$ cat src/rtl/mem_arbiter.sv
// Arbitrates fetch and data ports onto one single-port memory, one transaction outstanding; grant c0, mem_req c1.., rvalid one cycle after mem_ack.
// Backpressure: requesters hold *_req until *_gnt; data wins collisions until the fetch has waited STARVE_MAX data grants.
module mem_arbiter #(
    parameter int STARVE_MAX = 4
) (
    input  logic        clk,
    input  logic        rst,
    input  logic        if_req,
    input  logic [31:0] if_addr,
    input  logic        if_kill,
    output logic        if_gnt,
    output logic        if_rvalid,
    output logic [31:0] if_rdata,
    input  logic        dm_req,
    input  logic        dm_we,
    input  logic [3:0]  dm_be,
    input  logic [31:0] dm_addr,
    input  logic [31:0] dm_wdata,
    output logic        dm_gnt,
    output logic        dm_rvalid,
    output logic [31:0] dm_rdata,
    output logic        mem_req,
    output logic        mem_we,
    output logic [3:0]  mem_be,
    output logic [31:0] mem_addr,
    output logic [31:0] mem_wdata,
    input  logic        mem_ack,
    input  logic [31:0] mem_rdata
);

    localparam int CW = $clog2(STARVE_MAX + 1);

    typedef enum logic [1:0] {IDLE, BUSY_I, BUSY_D} state_t;

    state_t          state;
    logic [CW-1:0]   starve_cnt;
    logic            drop_flag;
    logic            starve_hit;
    logic            if_ok;

    assign starve_hit = (starve_cnt == CW'(STARVE_MAX));
    // A killed fetch is treated as not requesting, so the data port may take the slot.
    assign if_ok      = if_req && !if_kill;
    assign if_gnt     = !rst && (state == IDLE) && if_ok && (!dm_req || starve_hit);
    assign dm_gnt     = !rst && (state == IDLE) && dm_req && !if_gnt;

    always_ff @(posedge clk) begin
        if (rst) begin
            state      <= IDLE;
            starve_cnt <= '0;
            drop_flag  <= 1'b0;
            if_rvalid  <= 1'b0;
            if_rdata   <= '0;
            dm_rvalid  <= 1'b0;
            dm_rdata   <= '0;
            mem_req    <= 1'b0;
            mem_we     <= 1'b0;
            mem_be     <= '0;
            mem_addr   <= '0;
            mem_wdata  <= '0;
        end else begin
            if_rvalid <= 1'b0;
            dm_rvalid <= 1'b0;
            case (state)
                IDLE: begin
                    drop_flag <= 1'b0;
                    if (if_gnt) begin
                        state      <= BUSY_I;
                        starve_cnt <= '0;
                        mem_req    <= 1'b1;
                        mem_we     <= 1'b0;
                        mem_be     <= 4'hF;
                        mem_addr   <= if_addr;
                        mem_wdata  <= '0;
                    end else if (dm_gnt) begin
                        state     <= BUSY_D;
                        mem_req   <= 1'b1;
                        mem_we    <= dm_we;
                        mem_be    <= dm_be;
                        mem_addr  <= dm_addr;
                        mem_wdata <= dm_wdata;
                        if (!if_req)
                            starve_cnt <= '0;
                        else if (!starve_hit)
                            starve_cnt <= starve_cnt + CW'(1);
                    end
                end
                BUSY_I: begin
                    if (if_kill)
                        drop_flag <= 1'b1;
                    if (mem_ack) begin
                        state     <= IDLE;
                        mem_req   <= 1'b0;
                        drop_flag <= 1'b0;
                        // A kill in the ack cycle itself must also suppress the strobe.
                        if (!(drop_flag || if_kill)) begin
                            if_rvalid <= 1'b1;
                            if_rdata  <= mem_rdata;
                        end
                    end
                end
                BUSY_D: begin
                    if (mem_ack) begin
                        state     <= IDLE;
                        mem_req   <= 1'b0;
                        dm_rvalid <= 1'b1;
                        dm_rdata  <= mem_we ? 32'h0 : mem_rdata;
                    end
                end
                default: state <= IDLE;
            endcase
        end
    end

endmodule

$ cat config.mk
export PLATFORM = sky130hd
export DESIGN_NAME = mem_arbiter
export DESIGN_NICKNAME = d
export VERILOG_FILES = /design/src/rtl/mem_arbiter.sv
export SDC_FILE = /design/constraint.sdc
export NUM_CORES = 1
export LEC_CHECK = 0
export CAP_MARGIN = 10
export CORE_MARGIN = 3
export CORE_UTILIZATION = 43
export DETAILED_ROUTE_END_ITERATION = 12
export PLACE_DENSITY = 0.86
export SLEW_MARGIN = 10
export SYNTH_ARGS = -nofsm -noshare
export SYNTH_HDL_FRONTEND = slang
export SYNTH_SLANG_ARGS = --single-unit
$ cat constraint.sdc
create_clock -name clk -period 5.66 [get_ports clk]
set_clock_uncertainty 0.2 [all_clocks]
set_input_delay 1.132 -clock clk [delete_from_list [all_inputs] [get_ports clk]]
set_output_delay 1.132 -clock clk [all_outputs]
set_load 0.02 [all_outputs]
==> flow_metrics.env, run 1 <==
export IMPL_wl_met1_um=5780
export IMPL_synth_xor_area_share_pct=0
export IMPL_fin_tns_setup_ns=0
export IMPL_hold_viol=0
export IMPL_portBuffers=276
export IMPL_setup_viol=0
export IMPL_grt_setup_unrepaired="no"
export IMPL_yosys_top_cells_area="dfxtp_1, nand2_1, a21oi_1"
export IMPL_die_area_um2=13700
export IMPL_syn_inst=579
export IMPL_maxCapViolCount=0
export IMPL_route_met3_wl_um=1290
export IMPL_endpoint_kind="primary output"
export IMPL_p_per_area_nw_per_um2=300
export IMPL_synth_top_family_by_area="compound AO/OA/AOI/OAI gates"
export IMPL_synth_edf_count=0
export IMPL_yosysTopAreaCellShare_pct=53.6
export IMPL_ys_ff_latch=142
export IMPL_fmax_mhz=217
export IMPL_top_layer="met5"
export IMPL_num_nets_final=979
export IMPL_max_slew_margin_pct=21.0
export IMPL_drive_above_1_share_pct=5.79
export IMPL_fin_ws_ns=1.06
export IMPL_synth_mux_area_share_pct=6.23
export IMPL_grt_pass1_vias=5135
export IMPL_num_antenna_cells=0
export IMPL_synthesis_area_um2=5300
export IMPL_reg2reg_depth=6
export IMPL_die_h_um=117
export IMPL_yosys_cell_types_count=35
export IMPL_hold_class="reg2reg"
export IMPL_cts_root_buffer="clkbuf_16"
export IMPL_dp_slack_ns=1.06
export IMPL_critical_path_class="in2out"
export IMPL_finalWorstPathRequiredPeriod_ns=4.60
export IMPL_async_reset_ff_share_pct=0
export IMPL_critPathLaunchType="input port"
export IMPL_synth_ff_type="dfxtp_1"
export IMPL_grt_max_degree=103
export IMPL_clk_pin_slew_ns=0.06
export IMPL_cts_sinks=142
export IMPL_fin_crit_sh_pct=81.3
export IMPL_worst_pin_slew_ns=1.19
export IMPL_total_power_mw=2.59
export IMPL_grt_total_usage_pct=23.3
export IMPL_die_w_um=117
export IMPL_drt_first_pass_iters=4
export IMPL_r2r_start="state[0]$_SDFFE_PP0P_"
export IMPL_final_cell_mix="clkdlybuf4s50_1, dfxtp_1, nand2_1"
export IMPL_layout_commonest_cell="clkdlybuf4s50_1"
export IMPL_cts_buffer_depth=2
export IMPL_status="finished clean"
export IMPL_whs_path_depth=2
export IMPL_clock_latency_ns=0.40
export IMPL_overflow=0
export IMPL_synth_area_per_cell_um2=9.16
export IMPL_syn_to_final_growth_pct=62.5
export IMPL_crit_path_max_fanout=40
export IMPL_crit_start="if_kill"
export IMPL_hold_buffers=0
export IMPL_wl_per_cell_um=16.1
export IMPL_cts_resized=0
export IMPL_leakagePower_nw=3.07
export IMPL_worstPathRequired_ns=4.33
export IMPL_cts_buffers=17
export IMPL_synth_top_area_cell="dfxtp_1"
export IMPL_detail_route_iter0_violations=312
export IMPL_crit_arrival_ns=3.27
export IMPL_synth_nets=724
export IMPL_antenna_found_initial=1
export IMPL_place_gp_congestion=0.805
export IMPL_r2r_slack_ns=2.99
export IMPL_slew_viol_final=0
export IMPL_dp_hpwl_um=11900
export IMPL_r2r_end="starve_cnt[0]$_SDFFE_PP0P_"
export IMPL_stdcell_area_um2=8620
export IMPL_ir_drop_uv=179
export IMPL_postCtsSetupBuffers=0
export IMPL_rows=39
export IMPL_holdCritStartpoint="mem_wdata[1]$_SDFFE_PP0P_"
export IMPL_drc=0
export IMPL_cts_tree="yes"
export IMPL_synth_compound_area_share_pct=18.5
export IMPL_grt_pass1_wl_um=25000
export IMPL_hold_path_endpoint="mem_wdata[1]$_SDFFE_PP0P_"
export IMPL_coreArea_um2=11700
export IMPL_cts_max_level=4
export IMPL_routed_wl_met2_um=8250
export IMPL_yosysWarnings=0
export IMPL_synth_adder_area_share_pct=1.42
export IMPL_num_vias=5100
export IMPL_wirelength_um=15900
export IMPL_io_pins=277
export IMPL_antenna_left=0
export IMPL_synthSimpleGateAreaFrac_pct=15.2
export IMPL_place_area_um2=8060
export IMPL_via_per_inst=5.15
export IMPL_start_util_pct=45.3
export IMPL_hold_ws_ns=0.256
export IMPL_seq_area_frac_synth_pct=53.6
-- worst max-delay path by stage --
stage / end / slack [ns] / cells after the start
2_1_floorplan: dm_gnt / 2.23 / 5
3_3_place_gp: dm_gnt / 1.08 / 6
3_5_place_dp: dm_gnt / 1.06 / 6
4_1_cts: dm_gnt / 1.05 / 6
5_1_grt: dm_gnt / 0.92 / 6
6_report: dm_gnt / 1.06 / 6
-- area by class of cell --
class	instances	area, um^2
Clock buffer	17	425
Clock inverter	15	125
Fill cell	833	3100
Inverter	8	35.0
Multi-Input combinational cell	384	2210
Sequential cell	142	2840
Tap cell	143	179
Timing Repair Buffer	281	2800
-- where the power goes --
part	internal [mW]	total (mW)	switching, mW
Clock	0.574	1.03	0.454
Sequential	1.06	1.09	0.0338
Combinational	0.240	0.466	0.226
-- synthesized netlist by cell type (2+ instances only) --
| library cell | number |
|---|---|
| dfxtp_1 | 142 |
| nand2_1 | 135 |
| a21oi_1 | 68 |
| nor2_1 | 43 |
| mux2i_1 | 33 |
| a22o_1 | 32 |
| a211oi_1 | 29 |
| clkbuf_1 | 29 |
| nor3_1 | 10 |
| inv_1 | 7 |
| buf_1 | 6 |
| buf_2 | 6 |
| ha_1 | 6 |
| nand2b_1 | 5 |
| a211oi_2 | 3 |
| buf_12 | 3 |
| o21ai_0 | 2 |
| o21ba_2 | 2 |
| o32ai_1 | 2 |
-- critical path, cell delays in order --
cell             delay (ns)
clkdlybuf4s50_1        0.52
and4bb_1               0.23
a21bo_4                0.23
clkinv_4               0.31
nor2_1                 0.21
clkdlybuf4s50_1        0.62
-- stage by stage --
step                instances  util (%)
detailed placement        958      68.8
global placement          958      68.8
CTS                       990      73.5
floorplan                 579         -
global route              990      73.6
finish                    990      73.6
-- state kept, by name, indices dropped and copies added (netlist names) --
name	flops
dm_rvalid	1
state	2
mem_addr	32
starve_cnt	3
if_rdata	32
mem_be	4
drop_flag	1
if_rvalid	1
mem_wdata	32
dm_rdata	32
mem_req	1
mem_we	1
-- metal layers --
| layer | vias to the layer above | global-route usage (%) |
|---|---|---|
| met5 | - | 0 |
| li1 | 2500 | - |
| met1 | 2346 | 24.5 |
| met3 | 33 | 7.40 |
| met2 | 219 | 41.8 |
| met4 | 2 | 11.6 |
-- cells by family after synthesis --
logic type,Yosys count
muxes,33
buffers and inverters,53
DFF,142
AOI/OAI and AO/OA,144
adders and majority gates,6
and+or+nand+nor,201
Note: power is estimated with default switching activity, not from simulation.
==> run 2: changes to the inputs <==
--- a/config.mk
+++ b/config.mk
@@ -7,9 +7,9 @@
 export LEC_CHECK = 0
 export CAP_MARGIN = 10
 export CORE_MARGIN = 3
-export CORE_UTILIZATION = 43
+export CORE_UTILIZATION = 40
 export DETAILED_ROUTE_END_ITERATION = 12
-export PLACE_DENSITY = 0.86
+export PLACE_DENSITY = 0.81
 export SLEW_MARGIN = 10
 export SYNTH_ARGS = -nofsm -noshare
 export SYNTH_HDL_FRONTEND = slang
==> constraint.sdc (replaced) <==
create_clock -name clk -period 4.3 [get_ports clk]
set_clock_uncertainty 0.2 [all_clocks]
set_input_delay 0.86 -clock clk [delete_from_list [all_inputs] [get_ports clk]]
set_output_delay 0.86 -clock clk [all_outputs]
set_load 0.02 [all_outputs]
==> run 2 against run 1 <==
Effect of this change: non-clock buffer count up 4; utilization down 5.3 points; critical path type unchanged; total power rose by 35%; sequential power increased by 32%; final area grew 1.3%; wire length up 3.7%; clock power increased by 38%; first-iteration DRC count is 1.3% lower; critical endpoint unchanged.
==> flow_metrics.env, run 2 (synthesis gave the netlist of run 1 again) <==
export IMPL_finalWorstPathRequiredPeriod_ns=3.87
export IMPL_r2r_slack_ns=1.75
export IMPL_syn_to_final_growth_pct=64.5
export IMPL_status="finished clean"
export IMPL_critPathLaunchType="input port"
export IMPL_final_cells=1023
export IMPL_portBuffers=276
export IMPL_hold_buffers=0
export IMPL_cts_buffer_depth=2
export IMPL_critPathTopFamily="buffers and inverters"
export IMPL_r2r_start="state[0]$_SDFFE_PP0P_"
export IMPL_whs_path_depth=2
export IMPL_layout_commonest_cell="clkdlybuf4s50_1"
export IMPL_fin_crit_sh_pct=90.0
export IMPL_dp_hpwl_um=11900
export IMPL_rows=41
export IMPL_clock_latency_ns=0.41
export IMPL_antenna_left=0
export IMPL_grt_setup_unrepaired="no"
export IMPL_worstPathCellList="clkdlybuf4s50_1 > and4bb_1 > a21bo_4 > clkinv_4 > nor2_1 > clkdlybuf4s50_1"
export IMPL_die_h_um=121
export IMPL_num_vias=5148
export IMPL_fmax_mhz=258
export IMPL_cts_max_level=4
export IMPL_crit_path_max_incr_delay_ns=0.62
export IMPL_start_util_pct=41.5
export IMPL_cts_sinks=142
export IMPL_slowest_stage="clkdlybuf4s50_1"
export IMPL_endpoint="dm_gnt"
export IMPL_placed_cells=991
export IMPL_hold_ws_ns=0.254
export IMPL_die_w_um=121
export IMPL_wirelength_um=16500
export IMPL_wl_per_cell_um=16.1
export IMPL_num_antenna_cells=0
export IMPL_detail_route_iter0_violations=308
export IMPL_place_gp_congestion=0.802
export IMPL_r2r_end="mem_addr[16]$_SDFFE_PP0P_"
export IMPL_crit_arrival_ns=2.81
export IMPL_antenna_found_initial=0
export IMPL_overflow=0
export IMPL_cts_tree="yes"
export IMPL_crit_top_cell="clkdlybuf4s50_1"
export IMPL_drc=0
export IMPL_crit_start="if_kill"
export IMPL_via_per_inst=5.03
export IMPL_grt_max_degree=83
export IMPL_num_nets_final=983
export IMPL_grt_pass1_wl_um=25600
export IMPL_final_cell_mix="clkdlybuf4s50_1, dfxtp_1, nand2_1"
export IMPL_multi_input_area_um2=2210
export IMPL_ir_drop_uv=221
export IMPL_cts_resized=0
export IMPL_crit_cells=6
export IMPL_die_area_um2=14700
export IMPL_grt_total_usage_pct=22.1
export IMPL_endpoint_kind="primary output"
export IMPL_postCtsSetupBuffers=0
export IMPL_drive_above_1_share_pct=6.11
export IMPL_nFillCells=1027
export IMPL_p_per_area_nw_per_um2=399
export IMPL_reg2reg_depth=8
export IMPL_leakagePower_nw=3.11
export IMPL_cts_root_buffer="clkbuf_16"
export IMPL_cts_buffers=17
export IMPL_hold_viol=0
export IMPL_coreArea_um2=12800
export IMPL_io_pins=277
export IMPL_critical_path_class="in2out"
export IMPL_clk_pin_slew_ns=0.06
export IMPL_grt_pass1_vias=5205
export IMPL_regArea_um2=2840
export IMPL_crit_path_max_fanout=20
export IMPL_worst_pin_slew_ns=0.886
export IMPL_fin_tns_setup_ns=0
export IMPL_setup_viol=0
export IMPL_worst_path_buf_inv=3
export IMPL_worstPathRequired_ns=3.24
export IMPL_drt_first_pass_iters=4
export IMPL_maxCapViolCount=0
export IMPL_hold_class="reg2reg"
export IMPL_slew_viol_final=0
export IMPL_max_slew_margin_pct=41.0
-- run 2: worst reg2reg max path: stages, from the launching register on --
cell and delay, ns:
dfxtp_1 0.34, inv_1 0.09, ha_1 0.24, and4bb_1 0.28, a21bo_4 0.27, clkinv_4 0.17, buf_4 0.37, mux2i_1 0.14
a211oi_1 0.34
-- run 2: layer usage --
layer	vias to the layer above	wire, um	track usage (%)
met2	199	8700	39.6
met3	30	1150	6.85
li1	2512	-	-
met5	-	0	0
met4	0	469	10.9
met1	2407	6160	23.4
-- run 2: how the worst min path moves through the flow --
| stage | start | end |
|---|---|---|
| finish | mem_wdata[7]$_SDFFE_PP0P_ | mem_wdata[7]$_SDFFE_PP0P_ |
| global route | if_rdata[22]$_SDFFE_PP0P_ | if_rdata[22]$_SDFFE_PP0P_ |
| CTS | mem_wdata[7]$_SDFFE_PP0P_ | mem_wdata[7]$_SDFFE_PP0P_ |
| detailed placement | mem_wdata[7]$_SDFFE_PP0P_ | mem_wdata[7]$_SDFFE_PP0P_ |
| global placement | mem_wdata[0]$_SDFFE_PP0P_ | mem_wdata[0]$_SDFFE_PP0P_ |
| floorplan | drop_flag$_SDFFE_PP0P_ | drop_flag$_SDFFE_PP0P_ |
-- run 2: final cells by class --
cell class	instances	share of cell area [%]
clock inverter	14	1.65
timing repair buffer	285	32.5
multi-input combinational	384	25.3
tap	172	2.47
inverter	8	0.402
clock buffer	18	5.03
sequential	142	32.6
-- run 2: per-stage QoR --
stage | setup slack, ns | total power [mW] | area, um^2 | util (%)
finish | 0.430 | 3.48 | 8720 | 68.3
global route | 0.369 | 3.63 | 8720 | 68.3
CTS | 0.422 | 3.52 | 8720 | 68.3
detailed placement | 0.424 | 2.09 | 8140 | 63.7
global placement | 0.480 | 2.07 | 8140 | 63.7
floorplan | 1.42 | 1.75 | 5300 | -
-- run 2: report_power, final --
part / total (mW) / internal (mW) / switching, mW
combinational: 0.624 / 0.319 / 0.305
sequential: 1.44 / 1.39 / 0.0431
clock: 1.42 / 0.867 / 0.554
